**src/rtl/motor_pwm_ramp_driver.sv**
```systemverilog
// Single-line motor PWM driver: decodes one-hot speed levels, slews the duty cycle
// one bounded step per PWM period and latches a fault on multi-hot commands.
module motor_pwm_ramp_driver #(
    parameter int PERIOD = 100,
    parameter int STEP   = 5
) (
    input  logic       clk,
    input  logic       reset,
    input  logic       en,
    input  logic       lvl_30,
    input  logic       lvl_50,
    input  logic       lvl_100,
    input  logic       clr_fault,
    output logic       pwm_out,
    output logic [6:0] duty,
    output logic       at_target,
    output logic       fault
);

    localparam logic [6:0] PER  = 7'(PERIOD);
    localparam logic [6:0] LAST = 7'(PERIOD - 1);
    localparam logic [6:0] STP  = 7'(STEP);

    typedef enum logic [1:0] {
        ST_IDLE,
        ST_RAMP,
        ST_HOLD,
        ST_FAULT
    } state_t;

    state_t     state;
    logic [6:0] cnt;
    logic [6:0] target;
    logic [6:0] next_duty;
    logic       illegal;
    logic       boundary;

    function automatic logic [6:0] clamp_period(input logic [6:0] v);
        return (v > PER) ? PER : v;
    endfunction

    // Move toward target by at most STP; subtract only after comparing, so no underflow.
    function automatic logic [6:0] step_toward(input logic [6:0] cur, input logic [6:0] tgt);
        logic [6:0] res;
        res = cur;
        if (cur < tgt)
            res = ((tgt - cur) > STP) ? cur + STP : tgt;
        else if (cur > tgt)
            res = ((cur - tgt) > STP) ? cur - STP : tgt;
        return res;
    endfunction

    function automatic state_t classify(input logic [6:0] d, input logic [6:0] tgt);
        state_t s;
        if (d != tgt)
            s = ST_RAMP;
        else if (tgt == 7'd0)
            s = ST_IDLE;
        else
            s = ST_HOLD;
        return s;
    endfunction

    always_comb begin
        illegal = (lvl_30 & lvl_50) | (lvl_30 & lvl_100) | (lvl_50 & lvl_100);
        target  = 7'd0;
        if (!illegal) begin
            if (lvl_30)
                target = clamp_period(7'd30);
            else if (lvl_50)
                target = clamp_period(7'd50);
            else if (lvl_100)
                target = clamp_period(7'd100);
        end
        boundary  = en && (cnt == LAST);
        next_duty = boundary ? step_toward(duty, target) : duty;
    end

    assign at_target = (duty == target) && !fault;

    always_ff @(posedge clk) begin
        if (reset) begin
            cnt     <= 7'd0;
            duty    <= 7'd0;
            pwm_out <= 1'b0;
            fault   <= 1'b0;
            state   <= ST_IDLE;
        end else if (illegal) begin
            cnt     <= 7'd0;
            duty    <= 7'd0;
            pwm_out <= 1'b0;
            fault   <= 1'b1;
            state   <= ST_FAULT;
        end else if (state == ST_FAULT) begin
            // Output stays parked at zero; a legal command plus clear restarts from IDLE.
            cnt     <= 7'd0;
            duty    <= 7'd0;
            pwm_out <= 1'b0;
            if (clr_fault) begin
                fault <= 1'b0;
                state <= ST_IDLE;
            end
        end else begin
            if (en) begin
                cnt     <= (cnt == LAST) ? 7'd0 : cnt + 7'd1;
                pwm_out <= (cnt < duty);
                duty    <= next_duty;
            end
            state <= classify(next_duty, target);
        end
    end

endmodule
```
**config.mk**
```make
export PLATFORM = sky130hd
export DESIGN_NAME = motor_pwm_ramp_driver
export DESIGN_NICKNAME = d
export VERILOG_FILES = /design/src/rtl/motor_pwm_ramp_driver.sv
export SDC_FILE = /design/constraint.sdc
export NUM_CORES = 1
export LEC_CHECK = 0
export ABC_AREA = 0
export CAP_MARGIN = 20
export CORE_MARGIN = 2
export CORE_UTILIZATION = 35
export CTS_CLUSTER_DIAMETER = 200
export CTS_CLUSTER_SIZE = 24
export DETAILED_ROUTE_END_ITERATION = 10
export DONT_BUFFER_PORTS = 1
export MAX_ROUTING_LAYER = met4
export PLACE_DENSITY = 0.5
export SYNTH_ARGS = -nofsm -noshare
export SYNTH_HDL_FRONTEND = slang
export SYNTH_SLANG_ARGS = --single-unit
```
**constraint.sdc**
```tcl
create_clock -name clk -period 6 [get_ports clk]
set_input_delay 0.9 -clock clk [delete_from_list [all_inputs] [get_ports clk]]
set_output_delay 0.9 -clock clk [all_outputs]
set_load 0.01 [all_outputs]
```
==> impl_metrics.sql <==
INSERT INTO impl_metrics (metric_group, metric, value, unit) VALUES
('outcome', 'run_status', 'finished clean', ''),
('logic_synthesis', 'synth-warning-count', '0', ''),
('die', 'placement_rows', '28', ''),
('global_routing', 'grt_max_degree', '14', ''),
('setup_path', 'crit_top_cell', 'sky130_fd_sc_hd__xnor2_1', ''),
('clock_tree', 'max-clock-path-buffers', '2', ''),
('setup_path', 'critical_path.startpoint', 'lvl_50', ''),
('logic_synthesis', 'syn-cell-area', '0.002166', 'mm²'),
('final_layout', 'n_antenna_cell', '0', ''),
('sta', 'timing.fmax', '211.7', 'MHz'),
('clock_tree', 'cts.root.buffer_cell', 'sky130_fd_sc_hd__clkbuf_8', ''),
('logic_synthesis', 'synth.most_common_cell', 'sky130_fd_sc_hd__nor2_1', ''),
('detailed_routing', 'total_number_of_vias', '1987', ''),
('placement', 'hpwl', '4610', 'µm'),
('clock_tree', 'worstSkewPairLatency', '0.25', 'ns'),
('sta', 'headroom_to_the_max_slew_limit', '54.52', '%'),
('detailed_routing', 'routed_len_inst', '17.23', 'µm'),
('worst_hold_path', 'timing.hold.worst_path_depth', '2', ''),
('setup_path', 'critical_path.max_stage_delay', '0.52', 'ns'),
('setup_path', 'arrival', '4.85', 'ns'),
('sta', 'post-route-min-period', '4.724', 'ns'),
('global_routing', 'antenna_violations_before_repair', '0', ''),
('setup_path', 'setup_crit_end_kind', 'flip-flop', ''),
('logic_synthesis', 'synthDistinctLibCells', '57', ''),
('logic_synthesis', 'synth_area_per_cell', '7.819', 'µm²'),
('setup_path', 'cp_max_fo', '9', ''),
('setup_path', 'r2r_start', 'duty[3]', ''),
('pwr', 'leakage', '0.8354', 'nW'),
('setup_path', 'r2r.worst_path.cells', '11', ''),
('clock_tree', 'cts.repair.resized', '0', ''),
('clock_tree', 'clock_tree_from_tritoncts', 'done', ''),
('sta', 'setup-tns-final', '0', 'ns'),
('logic_synthesis', 'syn_inst_count', '277', ''),
('setup_path', 'worstSetupPathDepth', '14', ''),
('logic_synthesis', 'postSynth.asyncResetShare', '0', '%'),
('detailed_routing', 'final_antenna_net_count', '0', ''),
('clock_tree', 'clock_tree.htree_level_count', '1', ''),
('placement', 'io_buffer_count', '0', ''),
('logic_synthesis', 'synth-edff-count', '0', ''),
('sta', 'finalSetupViolations', '0', ''),
('setup_path', 'critical_path.slowest_cell', 'sky130_fd_sc_hd__nor2_1', ''),
('die', 'die_footprint', '0.006834', 'mm²'),
('clock_tree', 'number_of_clock_buffers_inserted_by_tritoncts', '3', ''),
('die', 'fp.coreArea', '0.005956', 'mm²'),
('global_routing', 'grt.total_usage', '18.94', '%'),
('final_layout', 'syn_to_final_growth', '4.391', '%'),
('setup_path', 'critical_path_required', '6.13', 'ns'),
('setup_path', 'worstSetupPathType', 'in -> reg', ''),
('sta', 'maxSlewViolCount', '0', ''),
('worst_hold_path', 'hold_path.class', 'reg -> reg', ''),
('setup_path', 'element_type_at_the_critical_path_start', 'input port', ''),
('sta', 'final_min_period_over_clock_period', '78.74', '%'),
('global_routing', 'global_route_wire_length_before_repair', '9735', 'µm'),
('clock_tree', 'clock_sinks', '18', ''),
('logic_synthesis', 'synth_common_cells', 'sky130_fd_sc_hd__nor2_1 (29), sky130_fd_sc_hd__ha_1 (24), sky130_fd_sc_hd__dfxtp_1 (18), sky130_fd_sc_hd__a21oi_1 (17), sky130_fd_sc_hd__nand2_1 (17)', ''),
('final_layout', 'finish.utilization', '37.96', '%'),
('sta', 'final_hold_viol_count', '0', ''),
('final_layout', 'final_nets', '302', ''),
('setup_path', 'critPathCapture', 'state[0]', ''),
('global_routing', 'globalRouteOverflowTotal', '0', ''),
('setup_path', 'critical_path.cell_chain', 'xnor2_1 > nor2_1 > ha_1 > inv_1 > fa_1 > xnor2_1 > o21ai_0 > a2111oi_4 > o21a_1 > o221ai_1 > a211o_1 > or3_1 > a2111oi_0 > a211oi_1', ''),
('clock_tree', 'cts.hold.buffers_added', '0', ''),
('flow_run', 'cap_violations', '0', ''),
('logic_synthesis', 'netlist.top_cell.by_area', 'sky130_fd_sc_hd__dfxtp_1', ''),
('logic_synthesis', 'synthDominantCellAreaShare', '16.64', '%'),
('die', 'chipWidth', '82.67', 'µm'),
('logic_synthesis', 'syn-num-nets', '310', ''),
('clock_tree', 'post_cts.repair.setup_buffers', '0', ''),
('final_layout', 'drive_gt1_share', '5.597', '%'),
('sta', 'worst_slew_pin_slew', '0.6797', 'ns'),
('setup_path', 'rrSetupSlack', '1.73', 'ns');
[kinds of logic after synthesis]
kind of cell    Yosys count  share of synthesized area (%)
buf+inv                  30                          5.603
compound gates           70                          24.03
simple gates            102                          24.90
xor+xnor                 22                          8.896
mux                       9                          4.217
flops                    18                          16.64
fa+ha+maj                26                          15.71
[metrics by stage]
step | instances | setup slack, ns | instance area, µm² | power (mW) | hold WS (ns)
finish | 343 | 1.276 | 2261 | 0.3206 | 0.5501
global route | 343 | 0.9266 | 2261 | 0.3395 | 0.5874
CTS | 343 | 1.274 | 2261 | 0.3219 | 0.5556
detailed placement | 339 | 1.006 | 2206 | 0.2226 | 0.5476
global placement | 339 | 1.112 | 2206 | 0.2242 | 0.5413
floorplan | 277 | 1.299 | 2166 | 0.2073 | 0.5092
[final cells by class]
class / count / area [µm²]
inverters: 16 / 60.06
clock buffers: 4 / 55.05
fillers: 630 / 3695
well taps: 75 / 93.84
flip-flops and latches: 18 / 360.3
repair buffers: 1 / 7.507
multi-input cells: 229 / 1684
[worst min-delay path by stage]
stage	from	endpoint
after floorplan	cnt[6]	cnt[6]
after global placement	cnt[0]	cnt[0]
after detailed placement	cnt[0]	cnt[0]
after CTS	cnt[0]	cnt[0]
after global routing	pwm_out	pwm_out
final	cnt[0]	cnt[0]
[registers in the layout, summed over array words and instances, names as in the netlist]
signal	cells
cnt	7
duty	7
fault	1
pwm_out	1
state	2
[per-layer routing]
metal / wire, µm / vias to the layer above / global-route usage [%]
li1: - / 998 / -
met1: 2862 / 937 / 25.89
met2: 2769 / 45 / 30.48
met3: 238 / 7 / 1.848
met4: 40 / 0 / 3.934
met5: 0 / - / -
[power breakdown]
group | switching (mW) | internal, mW | leakage (nW)
Sequential | 0.00224 | 0.122 | 0.146
Combinational | 0.0602 | 0.0370 | 0.661
Clock | 0.0408 | 0.0582 | 0.0288
[cell usage in the layout, fill, tap and decap left out, types with 2 or more instances in the layout]
cell type	n
sky130_fd_sc_hd__fa_1	2
sky130_fd_sc_hd__o221ai_1	3
sky130_fd_sc_hd__o22ai_1	2
sky130_fd_sc_hd__and4_1	2
sky130_fd_sc_hd__inv_1	16
sky130_fd_sc_hd__or3_1	3
sky130_fd_sc_hd__dfxtp_1	18
sky130_fd_sc_hd__nand2_1	17
sky130_fd_sc_hd__xnor2_1	16
sky130_fd_sc_hd__a311oi_1	2
sky130_fd_sc_hd__mux2i_1	8
sky130_fd_sc_hd__or2_2	2
sky130_fd_sc_hd__a211o_1	4
sky130_fd_sc_hd__nand3_1	8
sky130_fd_sc_hd__clkbuf_8	4
sky130_fd_sc_hd__nor3_1	4
sky130_fd_sc_hd__and3_1	3
sky130_fd_sc_hd__or4_1	2
sky130_fd_sc_hd__o31ai_1	2
sky130_fd_sc_hd__a211oi_1	3
sky130_fd_sc_hd__o2111ai_1	6
sky130_fd_sc_hd__nand2b_1	4
sky130_fd_sc_hd__a21o_1	4
sky130_fd_sc_hd__nand4_1	5
sky130_fd_sc_hd__nor2_1	29
sky130_fd_sc_hd__o211ai_1	4
sky130_fd_sc_hd__xor2_1	6
sky130_fd_sc_hd__ha_1	24
sky130_fd_sc_hd__a2111oi_0	2
sky130_fd_sc_hd__a21oi_1	17
sky130_fd_sc_hd__o21ai_0	8
sky130_fd_sc_hd__nor2b_1	11
sky130_fd_sc_hd__nor3b_1	2
sky130_fd_sc_hd__nor4_1	3
[worst min-delay path: cells and delay by family, from the launching register on]
kind	cells	cell delay (ns)
AND/OR/NAND/NOR	1	0.03
flip-flops	1	0.34
XOR/XNOR	1	0.14
No activity file was read; power rests on OpenSTA's default activity.
